===== src/rtl/mask_row_sequencer.sv =====
// mask_row_sequencer
// Pulls 16-bit mask words from a FWFT FIFO and streams them row by row to the
// row-gating stage. Each registered mstream word is tagged with its row
// address. A programmable settling gap follows each row. The block also reports
// frame completion and FIFO underflow.
module mask_row_sequencer #(
    parameter int NUM_ROWS      = 320,  // rows per frame, at most 512
    parameter int WORDS_PER_ROW = 20,   // at least 1
    parameter int ROW_GAP       = 4     // idle cycles after each row, 0 allowed
) (
    input  logic        clk,
    input  logic        rst_n,
    input  logic        start,
    input  logic        abort,
    input  logic        clr_err,
    input  logic [15:0] fifo_dout,
    input  logic        fifo_empty,
    output logic        fifo_rd_en,
    output logic [8:0]  rowadd,
    output logic [15:0] mstream,
    output logic        mstream_valid,
    output logic        row_load,
    output logic        busy,
    output logic        done,
    output logic        underflow
);

    localparam int WCW = (WORDS_PER_ROW > 1) ? $clog2(WORDS_PER_ROW) : 1;
    localparam int GCW = (ROW_GAP > 1) ? $clog2(ROW_GAP) : 1;

    localparam logic [WCW-1:0] LAST_WORD = WCW'(WORDS_PER_ROW - 1);
    localparam logic [GCW-1:0] LAST_GAP  = GCW'((ROW_GAP > 0) ? ROW_GAP - 1 : 0);
    localparam logic [8:0]     LAST_ROW  = 9'(NUM_ROWS - 1);

    typedef enum logic [1:0] {
        S_IDLE,
        S_STREAM,
        S_GAP,
        S_DONE
    } state_t;

    state_t         state, state_d;
    logic [WCW-1:0] word_cnt;
    logic [GCW-1:0] gap_cnt;
    logic [8:0]     row_cnt;    // row being fetched; drives the row decisions

    logic pop, last_pop, gap_end, last_row, row_step;
    logic start_ok, abort_ok;

    // Decode the per-cycle events that drive the state machine and counters.
    always_comb begin
        // NOTE: every signal assigned in always_comb gets a default first,
        // otherwise a path that skips it infers a latch.
        row_step = 1'b0;
        pop      = (state == S_STREAM) && !fifo_empty;
        last_pop = pop && (word_cnt == LAST_WORD);
        gap_end  = (state == S_GAP) && (gap_cnt == LAST_GAP);
        last_row = (row_cnt == LAST_ROW);
        start_ok = (state == S_IDLE) && start && !abort;
        abort_ok = (state != S_IDLE) && abort;
        if (ROW_GAP == 0) begin
            row_step = last_pop;
        end else begin
            row_step = gap_end;
        end
    end

    assign fifo_rd_en = pop;

    // Next-state logic; abort overrides every other transition.
    always_comb begin
        state_d = state;
        unique case (state)
            S_IDLE:   if (start_ok) state_d = S_STREAM;
            S_STREAM: begin
                if (last_pop) begin
                    if (ROW_GAP > 0)   state_d = S_GAP;
                    else if (last_row) state_d = S_DONE;
                    else               state_d = S_STREAM;
                end
            end
            S_GAP:    if (gap_end) state_d = last_row ? S_DONE : S_STREAM;
            S_DONE:   state_d = S_IDLE;
            default:  state_d = S_IDLE;
        endcase
        if (abort_ok) state_d = S_IDLE;
    end

    // State register.
    always_ff @(posedge clk or negedge rst_n) begin
        // NOTE: sequential state always uses non-blocking assignments so every
        // flop samples the pre-edge values, independent of block ordering.
        if (!rst_n) state <= S_IDLE;
        else        state <= state_d;
    end

    // Word, gap and row counters; cleared on frame start, frame end and abort.
    always_ff @(posedge clk or negedge rst_n) begin
        if (!rst_n) begin
            word_cnt <= '0;
            gap_cnt  <= '0;
            row_cnt  <= '0;
        end else if (abort_ok || start_ok || state == S_DONE) begin
            word_cnt <= '0;
            gap_cnt  <= '0;
            row_cnt  <= '0;
        end else begin
            if (pop) word_cnt <= last_pop ? '0 : word_cnt + WCW'(1);
            gap_cnt <= (state == S_GAP && !gap_end) ? gap_cnt + GCW'(1) : '0;
            if (row_step && !last_row) row_cnt <= row_cnt + 9'd1;
        end
    end

    // Registered word stream: one cycle from pop to mstream/mstream_valid.
    always_ff @(posedge clk or negedge rst_n) begin
        if (!rst_n) begin
            mstream       <= 16'h0000;
            mstream_valid <= 1'b0;
            row_load      <= 1'b0;
        end else begin
            mstream_valid <= pop && !abort_ok;
            row_load      <= last_pop && !abort_ok;
            if (pop) mstream <= fifo_dout;
        end
    end

    // Status flags track the state being entered, so they line up with it.
    always_ff @(posedge clk or negedge rst_n) begin
        if (!rst_n) begin
            busy <= 1'b0;
            done <= 1'b0;
        end else begin
            busy <= (state_d == S_STREAM) || (state_d == S_GAP);
            done <= (state_d == S_DONE);
        end
    end

    // Sticky underflow: a stall sets it and wins over clr_err or a new frame.
    always_ff @(posedge clk or negedge rst_n) begin
        if (!rst_n)                                 underflow <= 1'b0;
        else if (state == S_STREAM && fifo_empty)   underflow <= 1'b1;
        else if (clr_err || start_ok)               underflow <= 1'b0;
    end

    // With no gap the fetch side moves to the next row at the last pop. The
    // published row address trails it by one cycle. This keeps rowadd aligned
    // with the mstream words of the row it labels.
    if (ROW_GAP == 0) begin : g_rowadd_lag
        logic [8:0] rowadd_q;

        // Follow row_cnt one cycle late; forced to zero at frame end and abort.
        always_ff @(posedge clk or negedge rst_n) begin
            if (!rst_n)                             rowadd_q <= 9'd0;
            else if (abort_ok || state == S_DONE)   rowadd_q <= 9'd0;
            else                                    rowadd_q <= row_cnt;
        end

        assign rowadd = rowadd_q;
    end else begin : g_rowadd_direct
        assign rowadd = row_cnt;
    end

endmodule


===== config.mk =====
export PLATFORM = sky130hd
export DESIGN_NAME = mask_row_sequencer
export DESIGN_NICKNAME = d
export VERILOG_FILES = /design/src/rtl/mask_row_sequencer.sv
export SDC_FILE = /design/constraint.sdc
export NUM_CORES = 1
export LEC_CHECK = 0
export BUFFER_PORTS_ARGS = -buffer_cell sky130_fd_sc_hd__buf_2
export CAP_MARGIN = 20
export CORE_ASPECT_RATIO = 1.25
export CORE_MARGIN = 4
export CORE_UTILIZATION = 45
export DETAILED_ROUTE_END_ITERATION = 16
export HOLD_SLACK_MARGIN = 0.08
export PLACE_DENSITY = 0.83
export SYNTH_ARGS = -nofsm -noshare
export SYNTH_HDL_FRONTEND = slang
export SYNTH_SLANG_ARGS = --single-unit

===== constraint.sdc =====
create_clock -name clk -period 1.8 [get_ports clk]
set_input_delay 0.45 -clock clk [delete_from_list [all_inputs] [get_ports clk]]
set_output_delay 0.45 -clock clk [all_outputs]
set_load 0.02 [all_outputs]

==> out/qor.csv <==
stage,metric,value,unit
sta,final-report max-slew violation count,0,
hold_path,path type of the worst min-delay path,in -> async,
sta,actual slew at the worst max-slew pin,583,ps
worst_setup_path,data required time of the worst path,1970,ps
die,area of the core region,3750,sq um
place,placed wire-length estimate after detailed placement,2730,um
global_routing,maximum number of pins on one net before global-route repair,29,
global_routing,global route total overflow,0,
global_routing,all-layer global routing usage,15.6,%
cells_and_area,Ant. Diodes,0,
place,"worst slack, placed",-73.0,ps
synth,most instantiated flip-flop cell in the synthesis netlist,sky130_fd_sc_hd__dfrtp_1,
sta,Clock Skew,4.96,ps
worst_setup_path,Worst Path Buf+Inv,0,
detailed_routing,number of DRC markers after the initial detailed-route iteration,58,
die,die width,63.7,um
die,overall die height,77.7,um
clock_tree,TritonCTS clock tree,yes,
sta,worst slew slack as a fraction of its limit,61.1,%
synth,proportion of synthesized chip area in sequential cells,55.9,%
clock_tree,Root Buffer Master,sky130_fd_sc_hd__clkbuf_8,
power,part of the power in the clock network,24.1,%
worst_setup_path,critical path endpoint category,register,
cells_and_area,register area,978,sq um
worst_setup_path,data arrival time of the worst path,1930,ps
run_status,run status,completed,
cells_and_area,"top library cells by usage in the layout, fill and taps aside","sky130_fd_sc_hd__buf_2 (51), sky130_fd_sc_hd__dfrtp_1 (37), sky130_fd_sc_hd__buf_4 (21)",
cells_and_area,layout cells sized above 1,48.0,%
sta,total of endpoints with negative setup slack in the final report,0,
synth,average cell area after synthesis,12.0,sq um
power,PwrDens,976,nW/um^2
synth,Unique masters post-synth,38,
synth,share of async-settable or async-resettable flops after synthesis,100,%
cells_and_area,area overhead of the layout relative to synthesis,33.0,%
detailed_routing,via count,1386,
detailed_routing,post-DR vias/cell,5.31,
worst_setup_path,longest individual stage delay on the worst path,440,ps
detailed_routing,total DRC errors in the routed layout,0,
worst_setup_path,Slowest cell on crit path,sky130_fd_sc_hd__or3b_4,
detailed_routing,total iterations of the first detailed-routing run,4,
synth,total standard cell area after synthesis,1750,sq um
worst_setup_path,top cell family by delay on the critical path,simple AND/OR/NAND/NOR gates,
power,Net Switching,0.703,mW
sta,Hold Fails Final Rpt,0,
cells_and_area,area taken by multi-input logic gates,781,sq um
sta,final critical delay including setup and external delays,1760,ps
synth,cells after synthesis,145,
power,Pwr Total,2.27,mW
clock_tree,clock latency reported for the late side of the worst-skew pair,280,ps
synth,syn_nets,171,
sta,worst-case setup margin in the final layout,40.3,ps
worst_setup_path,critical-path cell list,ha_1 -> nand4bb_1 -> or3b_4 -> a211oi_2 -> ha_1,
sta,highest attainable clock frequency,568,MHz
clock_tree,number of H-tree levels,2,
place,count of buffers inserted at the top-level ports,52,
die,Cell Rows,25,
clock_tree,maximum clock path buffer count,2,
clock_tree,clock buffers created by TritonCTS,5,
detailed_routing,final wirelength,3660,um
power,sw frac,31.0,%
cells_and_area,post-layout instance area,2320,sq um
global_routing,vias in the first global route,1387,
place,Final GP Congestion,0.798,
job,number of maximum-capacitance constraint violations,0,
synth,number of enable-type register cells in the synthesized netlist,0,
power,combinational cell fraction of total power,27.5,%
power,power share of the sequential group,48.4,%
synth,Synth Register Bits,39,
power,leakage power of the design,1.13,nW
worst_setup_path,critical path peak fanout,4,
die,DIE AREA,4950,sq um
global_routing,antenna violations before repair,0,
detailed_routing,final antenna-violating net count,0,
worst_setup_path,category of the most critical setup path,reg -> reg,
detailed_routing,per-cell routed wire length,14.0,um
clock_tree,TritonCTS sink count,39,
power,VDD IR-drop max,0.000673,V
power,Internal Pwr Total,1.56,mW
die,number of top-level pins,53,
cells_and_area,number of fill cells in the layout,310,
place,post-placement cell area,2160,sq um
sta,crit share post-route,97.8,%
sta,RSZ-0062 raised after global routing,yes,
cells_and_area,"commonest non-fill, non-tap cell in the layout",sky130_fd_sc_hd__buf_2,
global_routing,first-pass GRT wire length,6130,um
clock_tree,"CTS clk-pin slew, worst paths",70,ps
worst_setup_path,dominant cell type by count on the critical path,sky130_fd_sc_hd__ha_1,
worst_setup_path,type of origin of the critical path,register,
cells_and_area,Layout Nets,246,
synth,number of warning messages in the yosys log,0,
die,effective utilization at floorplan,46.5,%
cells in the mapped netlist (all sizes together), types with 2 or more instances:
cell type,n,area [sq um]
a21oi,11,55.1
and3,2,12.5
buf,5,30.0
dfrtp,39,976
ha,4,50.1
inv,2,7.51
mux2,16,180
mux2i,2,20.0
nand2,5,18.8
nand2b,2,12.5
nand3,2,10.0
nand4,2,12.5
nor2,12,45.0
nor2b,8,50.1
nor3b,2,20.0
nor4b,2,17.5
o21ai,5,25.0
o31ai,3,36.3
or3,3,18.8
or4,2,15.0
xor2,3,26.3
power groups by stage:
stage | clock network (mW) | logic, mW | registers, mW
5_1_grt | 0.613 | 0.674 | 1.12
2_1_floorplan | 0 | 0.204 | 1.28
6_report | 0.546 | 0.622 | 1.10
4_1_cts | 0.570 | 0.613 | 1.10
3_5_place_dp | 0 | 0.614 | 1.11
3_3_place_gp | 0 | 0.599 | 1.11
registers in the layout (all words and copies together) (netlist names):
| name | count |
|---|---|
| word_cnt | 5 |
| done | 1 |
| mstream_valid | 1 |
| underflow | 1 |
| mstream | 16 |
| busy | 1 |
| rowadd | 9 |
| gap_cnt | 2 |
| row_load | 1 |
| state | 2 |
metrics by stage:
step / setup TNS, ps / hold WS [ps] / cells / util [%]
floorplan: 0 / 154 / 145 / -
global placement: -25.8 / 427 / 247 / 57.7
detailed placement: -73.0 / 452 / 247 / 57.7
CTS: 0 / 178 / 256 / 60.1
global route: -66.8 / 195 / 261 / 61.9
finish: 0 / 155 / 261 / 61.9
area by class of cell:
type                            count  share of cell area, %
Sequential cell                    39                   42.1
Tap cell                           40                   2.16
Inverter                            2                  0.323
Timing Repair Buffer               73                   18.3
Clock inverter                      1                  0.216
Clock buffer                        7                   3.29
Multi-Input combinational cell     99                   33.6
routing by layer:
metal	GRT usage (%)	share of wire [%]	vias up
li1	-	-	673
met4	6.05	1.6	0
met5	0	0	-
met2	26.4	50	44
met1	18.2	42	661
met3	4.78	6.5	8
timing repair:
item / in CTS / in global routing
endpoints found under the hold margin: 0 / 0
setup buffers: 1 / 5
setup endpoints to repair: 1 / 3
gates resized for setup: 1 / 6
hold buffers: 0 / 0
pin swaps: 1 / 4
worst paths after layout:
check                                        start                 endpoint  slack, ps  cells past startpoint
max                        word_cnt[0]$_DFFE_PN0P_           busy$_DFF_PN0_         40                      5
min                                          rst_n    rowadd[1]$_DFFE_PN0P_        160                      1
max reg2reg                word_cnt[0]$_DFFE_PN0P_           busy$_DFF_PN0_         40                      5
min reg2reg                mstream[15]$_DFFE_PN0P_  mstream[15]$_DFFE_PN0P_        500                      1
max in group asynchronous                    rst_n   mstream[6]$_DFFE_PN0P_       1110                      2
min in group clk                      fifo_dout[4]   mstream[4]$_DFFE_PN0P_        390                      2
kinds of logic (layout without fill, tap and decap cells):
group,count (synthesis),after routing,synth area share (%)
compound gates,24,24,8.88
xor+xnor,4,4,2.01
fa+ha+maj,4,4,2.87
buf+inv,7,83,2.15
flops,39,39,55.9
mux,18,18,11.5
simple gates,49,49,16.8
(Power assumes the default switching activity.)
